--- config.mk ---
export PLATFORM = sky130hd
export DESIGN_NAME = shacc_ctrl
export DESIGN_NICKNAME = d
export VERILOG_FILES = /design/src/rtl/mvu_pkg.sv /design/src/rtl/sig_iter.sv /design/src/rtl/shacc_ctrl.sv
export SDC_FILE = /design/constraint.sdc
export NUM_CORES = 1
export LEC_CHECK = 0
export CAP_MARGIN = 10
export CORE_MARGIN = 1
export CORE_UTILIZATION = 30
export CTS_CLUSTER_SIZE = 16
export DETAILED_ROUTE_END_ITERATION = 7
export HOLD_SLACK_MARGIN = 0.02
export PLACE_DENSITY = 0.57
export REMOVE_ABC_BUFFERS = 1
export SYNTH_ARGS = -nofsm -noshare
export SYNTH_HDL_FRONTEND = slang
export SYNTH_SLANG_ARGS = --single-unit
--- constraint.sdc ---
create_clock -name clk -period 8.7 [get_ports clk]
set_input_delay 2.61 -clock clk [delete_from_list [all_inputs] [get_ports clk]]
set_output_delay 2.61 -clock clk [all_outputs]
set_load 0.02 [all_outputs]
--- src/rtl/mvu_pkg.sv ---
// Shared types and width helpers for the shift-accumulate MVU controller.
// Widths derive from BMAX so every file agrees on operand-index sizes.
package mvu_pkg;

    localparam int BMAX_DEF = 8;
    localparam int LW_DEF   = 8;

    typedef enum logic [1:0] {
        ST_IDLE = 2'd0,
        ST_RUN  = 2'd1,
        ST_DONE = 2'd2
    } state_t;

    // Precision fields must hold the value BMAX itself, hence clog2(BMAX+1).
    function automatic int pw_of(int bmax);
        return $clog2(bmax + 1);
    endfunction

    function automatic int iw_of(int bmax);
        return (bmax > 1) ? $clog2(bmax) : 1;
    endfunction

    // Significance ranges from 0 to 2*BMAX-2.
    function automatic int sw_of(int bmax);
        return $clog2(2 * bmax);
    endfunction

    // Bounds of the activation bit index for significance s.
    function automatic int sig_lo(int s, int pw);
        return (s - pw + 1 > 0) ? s - pw + 1 : 0;
    endfunction

    function automatic int sig_hi(int s, int pa);
        return (s < pa - 1) ? s : pa - 1;
    endfunction

endpackage

--- src/rtl/sig_iter.sv ---
// Walks (significance, abit, wbit) from the most significant bit pair down,
// flagging the first pair of each significance and the final pair of a job.
module sig_iter
    import mvu_pkg::*;
#(
    parameter int BMAX = BMAX_DEF,
    localparam int PW  = pw_of(BMAX),
    localparam int IW  = iw_of(BMAX),
    localparam int SW  = sw_of(BMAX)
) (
    input  logic          clk,
    input  logic          clr,
    input  logic          init,
    input  logic          adv,
    input  logic [PW-1:0] prec_a,
    input  logic [PW-1:0] prec_w,
    output logic [IW-1:0] abit,
    output logic [IW-1:0] wbit,
    output logic          first_of_sig,
    output logic          last
);

    logic [SW-1:0] s_q, s_d;
    logic [IW-1:0] a_q, a_d;
    int            s_i, a_i, pa_i, pw_i;

    always_ff @(posedge clk) begin
        if (clr) begin
            s_q <= '0;
            a_q <= '0;
        end else begin
            s_q <= s_d;
            a_q <= a_d;
        end
    end

    always_comb begin
        s_i  = int'(s_q);
        a_i  = int'(a_q);
        pa_i = int'(prec_a);
        pw_i = int'(prec_w);
        s_d  = s_q;
        a_d  = a_q;
        // The top pair (pa-1, pw-1) is the only one at the highest significance.
        if (init) begin
            s_d = SW'(pa_i + pw_i - 2);
            a_d = IW'(pa_i - 1);
        end else if (adv) begin
            if (a_i == sig_hi(s_i, pa_i)) begin
                if (s_q != '0) begin
                    s_d = s_q - SW'(1);
                    a_d = IW'(sig_lo(s_i - 1, pw_i));
                end
            end else begin
                a_d = a_q + IW'(1);
            end
        end
    end

    assign abit         = a_q;
    assign wbit         = IW'(s_i - a_i);
    assign first_of_sig = (a_i == sig_lo(s_i, pw_i));
    assign last         = (s_q == '0) && (a_i == sig_hi(0, pa_i));

endmodule

--- src/rtl/shacc_ctrl.sv ---
// Issue sequencer for a bit-serial shifter-accumulator: FSM, tile counter
// and strobe decode around the sig_iter bit-pair walker.
module shacc_ctrl
    import mvu_pkg::*;
#(
    parameter int BMAX = BMAX_DEF,
    parameter int LW   = LW_DEF
) (
    input  logic                        clk,
    input  logic                        clr,
    input  logic                        start,
    input  logic [pw_of(BMAX)-1:0]      prec_a,
    input  logic [pw_of(BMAX)-1:0]      prec_w,
    input  logic [LW-1:0]               len,
    input  logic                        en,
    output logic                        sa_load,
    output logic                        sa_acc,
    output logic                        sa_sh,
    output logic [iw_of(BMAX)-1:0]      abit,
    output logic [iw_of(BMAX)-1:0]      wbit,
    output logic [LW-1:0]               tile,
    output logic                        busy,
    output logic                        done
);

    localparam int PW = pw_of(BMAX);
    localparam int IW = iw_of(BMAX);

    state_t        state_q, state_d;
    logic [PW-1:0] pa_q, pa_d, pw_q, pw_d;
    logic [LW-1:0] len_q, len_d, tile_q, tile_d;
    logic          first_q, first_d;

    logic          accept, init, adv;
    logic [PW-1:0] iter_pa, iter_pw;
    logic [IW-1:0] it_abit, it_wbit;
    logic          it_first_of_sig, it_last;

    assign accept = start && (prec_a != '0) && (prec_w != '0) && (len != '0)
                    && (int'(prec_a) <= BMAX) && (int'(prec_w) <= BMAX);

    // The iterator is seeded straight from the ports on the accept cycle.
    assign iter_pa = (state_q == ST_IDLE) ? prec_a : pa_q;
    assign iter_pw = (state_q == ST_IDLE) ? prec_w : pw_q;

    sig_iter #(.BMAX(BMAX)) u_sig_iter (
        .clk          (clk),
        .clr          (clr),
        .init         (init),
        .adv          (adv),
        .prec_a       (iter_pa),
        .prec_w       (iter_pw),
        .abit         (it_abit),
        .wbit         (it_wbit),
        .first_of_sig (it_first_of_sig),
        .last         (it_last)
    );

    always_ff @(posedge clk) begin
        if (clr) begin
            state_q <= ST_IDLE;
            pa_q    <= '0;
            pw_q    <= '0;
            len_q   <= '0;
            tile_q  <= '0;
            first_q <= 1'b0;
        end else begin
            state_q <= state_d;
            pa_q    <= pa_d;
            pw_q    <= pw_d;
            len_q   <= len_d;
            tile_q  <= tile_d;
            first_q <= first_d;
        end
    end

    always_comb begin
        state_d = state_q;
        pa_d    = pa_q;
        pw_d    = pw_q;
        len_d   = len_q;
        tile_d  = tile_q;
        first_d = first_q;
        init    = 1'b0;
        adv     = 1'b0;
        sa_load = 1'b0;
        sa_acc  = 1'b0;
        sa_sh   = 1'b0;
        abit    = '0;
        wbit    = '0;
        tile    = '0;
        busy    = 1'b0;
        done    = 1'b0;

        case (state_q)
            ST_IDLE: begin
                if (accept) begin
                    state_d = ST_RUN;
                    pa_d    = prec_a;
                    pw_d    = prec_w;
                    len_d   = len;
                    tile_d  = '0;
                    first_d = 1'b1;
                    init    = 1'b1;
                end
            end
            ST_RUN: begin
                busy = 1'b1;
                abit = it_abit;
                wbit = it_wbit;
                tile = tile_q;
                if (en) begin
                    sa_load = first_q;
                    sa_acc  = !first_q;
                    // Shift only when a new significance starts, before its first add.
                    sa_sh   = !first_q && it_first_of_sig && (tile_q == '0);
                    first_d = 1'b0;
                    if (tile_q == len_q - LW'(1)) begin
                        tile_d = '0;
                        adv    = 1'b1;
                        if (it_last) begin
                            state_d = ST_DONE;
                        end
                    end else begin
                        tile_d = tile_q + LW'(1);
                    end
                end
            end
            ST_DONE: begin
                busy    = 1'b1;
                done    = 1'b1;
                state_d = ST_IDLE;
            end
            default: begin
                state_d = ST_IDLE;
            end
        endcase
    end

endmodule

==> impl_metrics.env <==
export IMPL_setup_viol=0
export IMPL_core_area_um2=10900
export IMPL_yosys_warnings=0
export IMPL_globalRouteOverflowTotal=0
export IMPL_tritoncts="done"
export IMPL_timing_final_crit_period_ns=8.53
export IMPL_num_rows=38
export IMPL_hpwl_um=6830
export IMPL_clock_latency_ns=0.28
export IMPL_skew_ns=0.00748
export IMPL_slew_viol_final=0
export IMPL_regToRegSetupSlack_ns=3.57
export IMPL_power_density_nw_per_um2=357
export IMPL_maxCapViolCount=0
export IMPL_ant_nets=0
export IMPL_vias=3161
export IMPL_clock_path_buffers=2
export IMPL_synth_edf_count=0
export IMPL_grt_pass1_wl_um=15100
export IMPL_final_nets=527
export IMPL_avgSynthCellArea_um2=7.91
export IMPL_drc=0
export IMPL_path_class="primary input to output pin"
export IMPL_start_util_pct=31.2
export IMPL_p_leak_nw=1.72
export IMPL_required_ns=6.09
export IMPL_hold_start="pw_q[3]"
export IMPL_rr_endpoint="u_sig_iter.s_q[3]"
export IMPL_routed_via_density=5.17
export IMPL_clock_sinks=34
export IMPL_clkTransAtPathRegs_ns=0.05
export IMPL_synth_cell_area_um2=3410
export IMPL_critPathLaunchType="primary input"
export IMPL_final_common_cell="nand2_1"
export IMPL_r2r_cells=19
export IMPL_whs_ns=0.456
export IMPL_antenna_found_initial=0
export IMPL_cts_root_buf="clkbuf_16"
export IMPL_final_util_pct=38.9
export IMPL_synthCells=431
export IMPL_htree_levels=2
export IMPL_cts_buffers=5
export IMPL_dieArea_um2=11800
export IMPL_p_comb_share_pct=72.9
export IMPL_slew_headroom_pct=30.5
export IMPL_drtIter0Drc=171
export IMPL_p_sw_share_pct=45.7
export IMPL_holdPathStages=2
export IMPL_die_h_um=109
export IMPL_outcome="finished clean"
export IMPL_area_delta_synth_final_pct=24.7
export IMPL_synth_seq_cells=34
export IMPL_finalSetupTns_ns=0
export IMPL_ys_seq_area_share_pct=20.0
export IMPL_grt_max_degree=38
export IMPL_finalHoldViolations=0
export IMPL_drive_above_1_share_pct=12.7
export IMPL_yosysUniqueCellTypes=69
export IMPL_arrival_ns=5.92
export IMPL_port_buffers=38
export IMPL_fill_cells=1175
export IMPL_min_to="pw_q[3]"
export IMPL_min_period_over_period_pct=98.0
export IMPL_routedWlPerCell_um=14.8
export IMPL_clkPwrFrac_pct=13.8
export IMPL_synthFlopType="dfxtp_1"
export IMPL_io_pins=39
export IMPL_worst_slew_pin_slew_ns=1.04
export IMPL_regToRegStartpoint="state_q[1]"
export IMPL_grt_util_all_layers_pct=16.3
export IMPL_diodes=0
export IMPL_crit_path_max_fanout=4
export IMPL_rsz0062_at_grt="false"
export IMPL_final_cell_mix="nand2_1 (50), clkdlybuf4s50_1 (35), dfxtp_1 (34)"
export IMPL_power_switching_w=0.000694
export IMPL_min_path_type="flip-flop to flip-flop"
export IMPL_seqPwrFrac_pct=13.3
export IMPL_grt_pass1_vias=3105
export IMPL_totalWireLength_um=9030
export IMPL_clock_fmax_ghz=0.117
export IMPL_dr_pass1_iters=4
export IMPL_endpoint_kind="output pin"
export IMPL_die_width_um=109
export IMPL_vdd_drop_max_uv=168
export IMPL_gp_congestion=0.847
export IMPL_power_internal_w=0.000824
export IMPL_synth_async_reset_ratio_pct=0
==> kinds of logic after synthesis <==
| logic type | count (synthesis) | synth area share [%] |
|---|---|---|
| flip-flops | 34 | 20.0 |
| buffers and inverters | 51 | 6.13 |
| adder cells (fa/ha/maj) | 39 | 14.7 |
| XOR/XNOR | 34 | 9.68 |
| AO/OA/AOI/OAI | 86 | 17.7 |
| multiplexers | 10 | 3.34 |
| AND/OR/NAND/NOR | 177 | 28.5 |
==> how the worst max path moves through the flow <==
stage,start,endpoint,slack (ns),cells after the start
6_report,prec_w[1],sa_sh,0.17,16
5_1_grt,prec_w[1],sa_sh,0.006,16
4_1_cts,prec_w[0],sa_sh,0.07,16
3_5_place_dp,prec_w[0],sa_sh,-1.17,16
3_3_place_gp,prec_w[0],sa_sh,-0.96,16
2_1_floorplan,prec_w[1],sa_sh,-0.39,14
==> power by group through the flow <==
stage	Clock, W	Combinational [W]	Sequential [W]
after floorplan	0	0.000770	0.000194
after global placement	0	0.00102	0.000204
after detailed placement	0	0.00104	0.000205
after CTS	0.000212	0.00108	0.000201
after global routing	0.000220	0.00123	0.000205
final	0.000210	0.00111	0.000201
==> registers in the layout, indices dropped and copies added, names as in the netlist <==
signal           cells
first_q              1
len_q                8
pa_q                 4
pw_q                 4
state_q              2
tile_q               8
u_sig_iter.abit      3
u_sig_iter.s_q       4
==> layer usage <==
metal  track usage, %  up-vias  share of wire, %
met5                0        -                 0
met4             3.57        0              0.62
met3             2.39        7               2.6
met2             28.3       45                48
met1             21.1     1510                49
li1                 -     1599                 -
==> critical path: stages <==
cell and delay (ns):
dlygate4sd2_1 0.25, mux2i_2 0.18, xnor2_1 0.10, ha_2 0.17, a21o_1 0.16, maj3_2 0.31, a21oi_2 0.15, and2_4 0.18
nand2_4 0.05, ha_4 0.26, or4b_4 0.47, nor4b_4 0.30, o31a_1 0.18, o211ai_1 0.10, a211oi_2 0.26, buf_4 0.18
==> Yosys cell counts, drive strengths merged, types with 9 or more instances <==
cell / count / area share [%]
xnor2: 16 / 4.1
a21o: 9 / 2.0
nand2b: 10 / 2.1
mux2i: 9 / 3.0
dfxtp: 34 / 20
ha: 33 / 12
nor2: 21 / 2.3
nand2: 51 / 5.6
a21oi: 31 / 4.5
and2: 15 / 2.8
clkbuf: 22 / 2.5
nand3: 10 / 1.5
nor3: 10 / 1.5
xor2: 17 / 4.9
inv: 26 / 2.9
==> what timing repair did <==
item,4_1_cts,5_1_grt
gates resized for setup,20,10
buffers inserted,1,0
gates cloned,0,0
hold buffers,0,0
endpoints found under the setup margin,1,1
pin swaps,8,8
==> final cells by class <==
| class | instances | area [um^2] | share of cell area, % |
|---|---|---|---|
| Clock buffer | 6 | 139 | 3.27 |
| Clock inverter | 1 | 30.0 | 0.706 |
| Inverter | 26 | 97.6 | 2.30 |
| Multi-Input combinational cell | 346 | 2610 | 61.3 |
| Sequential cell | 34 | 681 | 16.0 |
| Tap cell | 140 | 175 | 4.12 |
| Timing Repair Buffer | 58 | 522 | 12.3 |
==> metrics by stage <==
stage,instances,area (um^2),setup slack (ns),total power (W)
final,611,4250,0.175,0.00152
after global routing,611,4250,0.00586,0.00166
after CTS,611,4220,0.0688,0.00150
after detailed placement,603,4000,-1.17,0.00125
after global placement,603,4000,-0.960,0.00122
after floorplan,406,3300,-0.385,0.000965
Power figures use the tool's default switching activity.
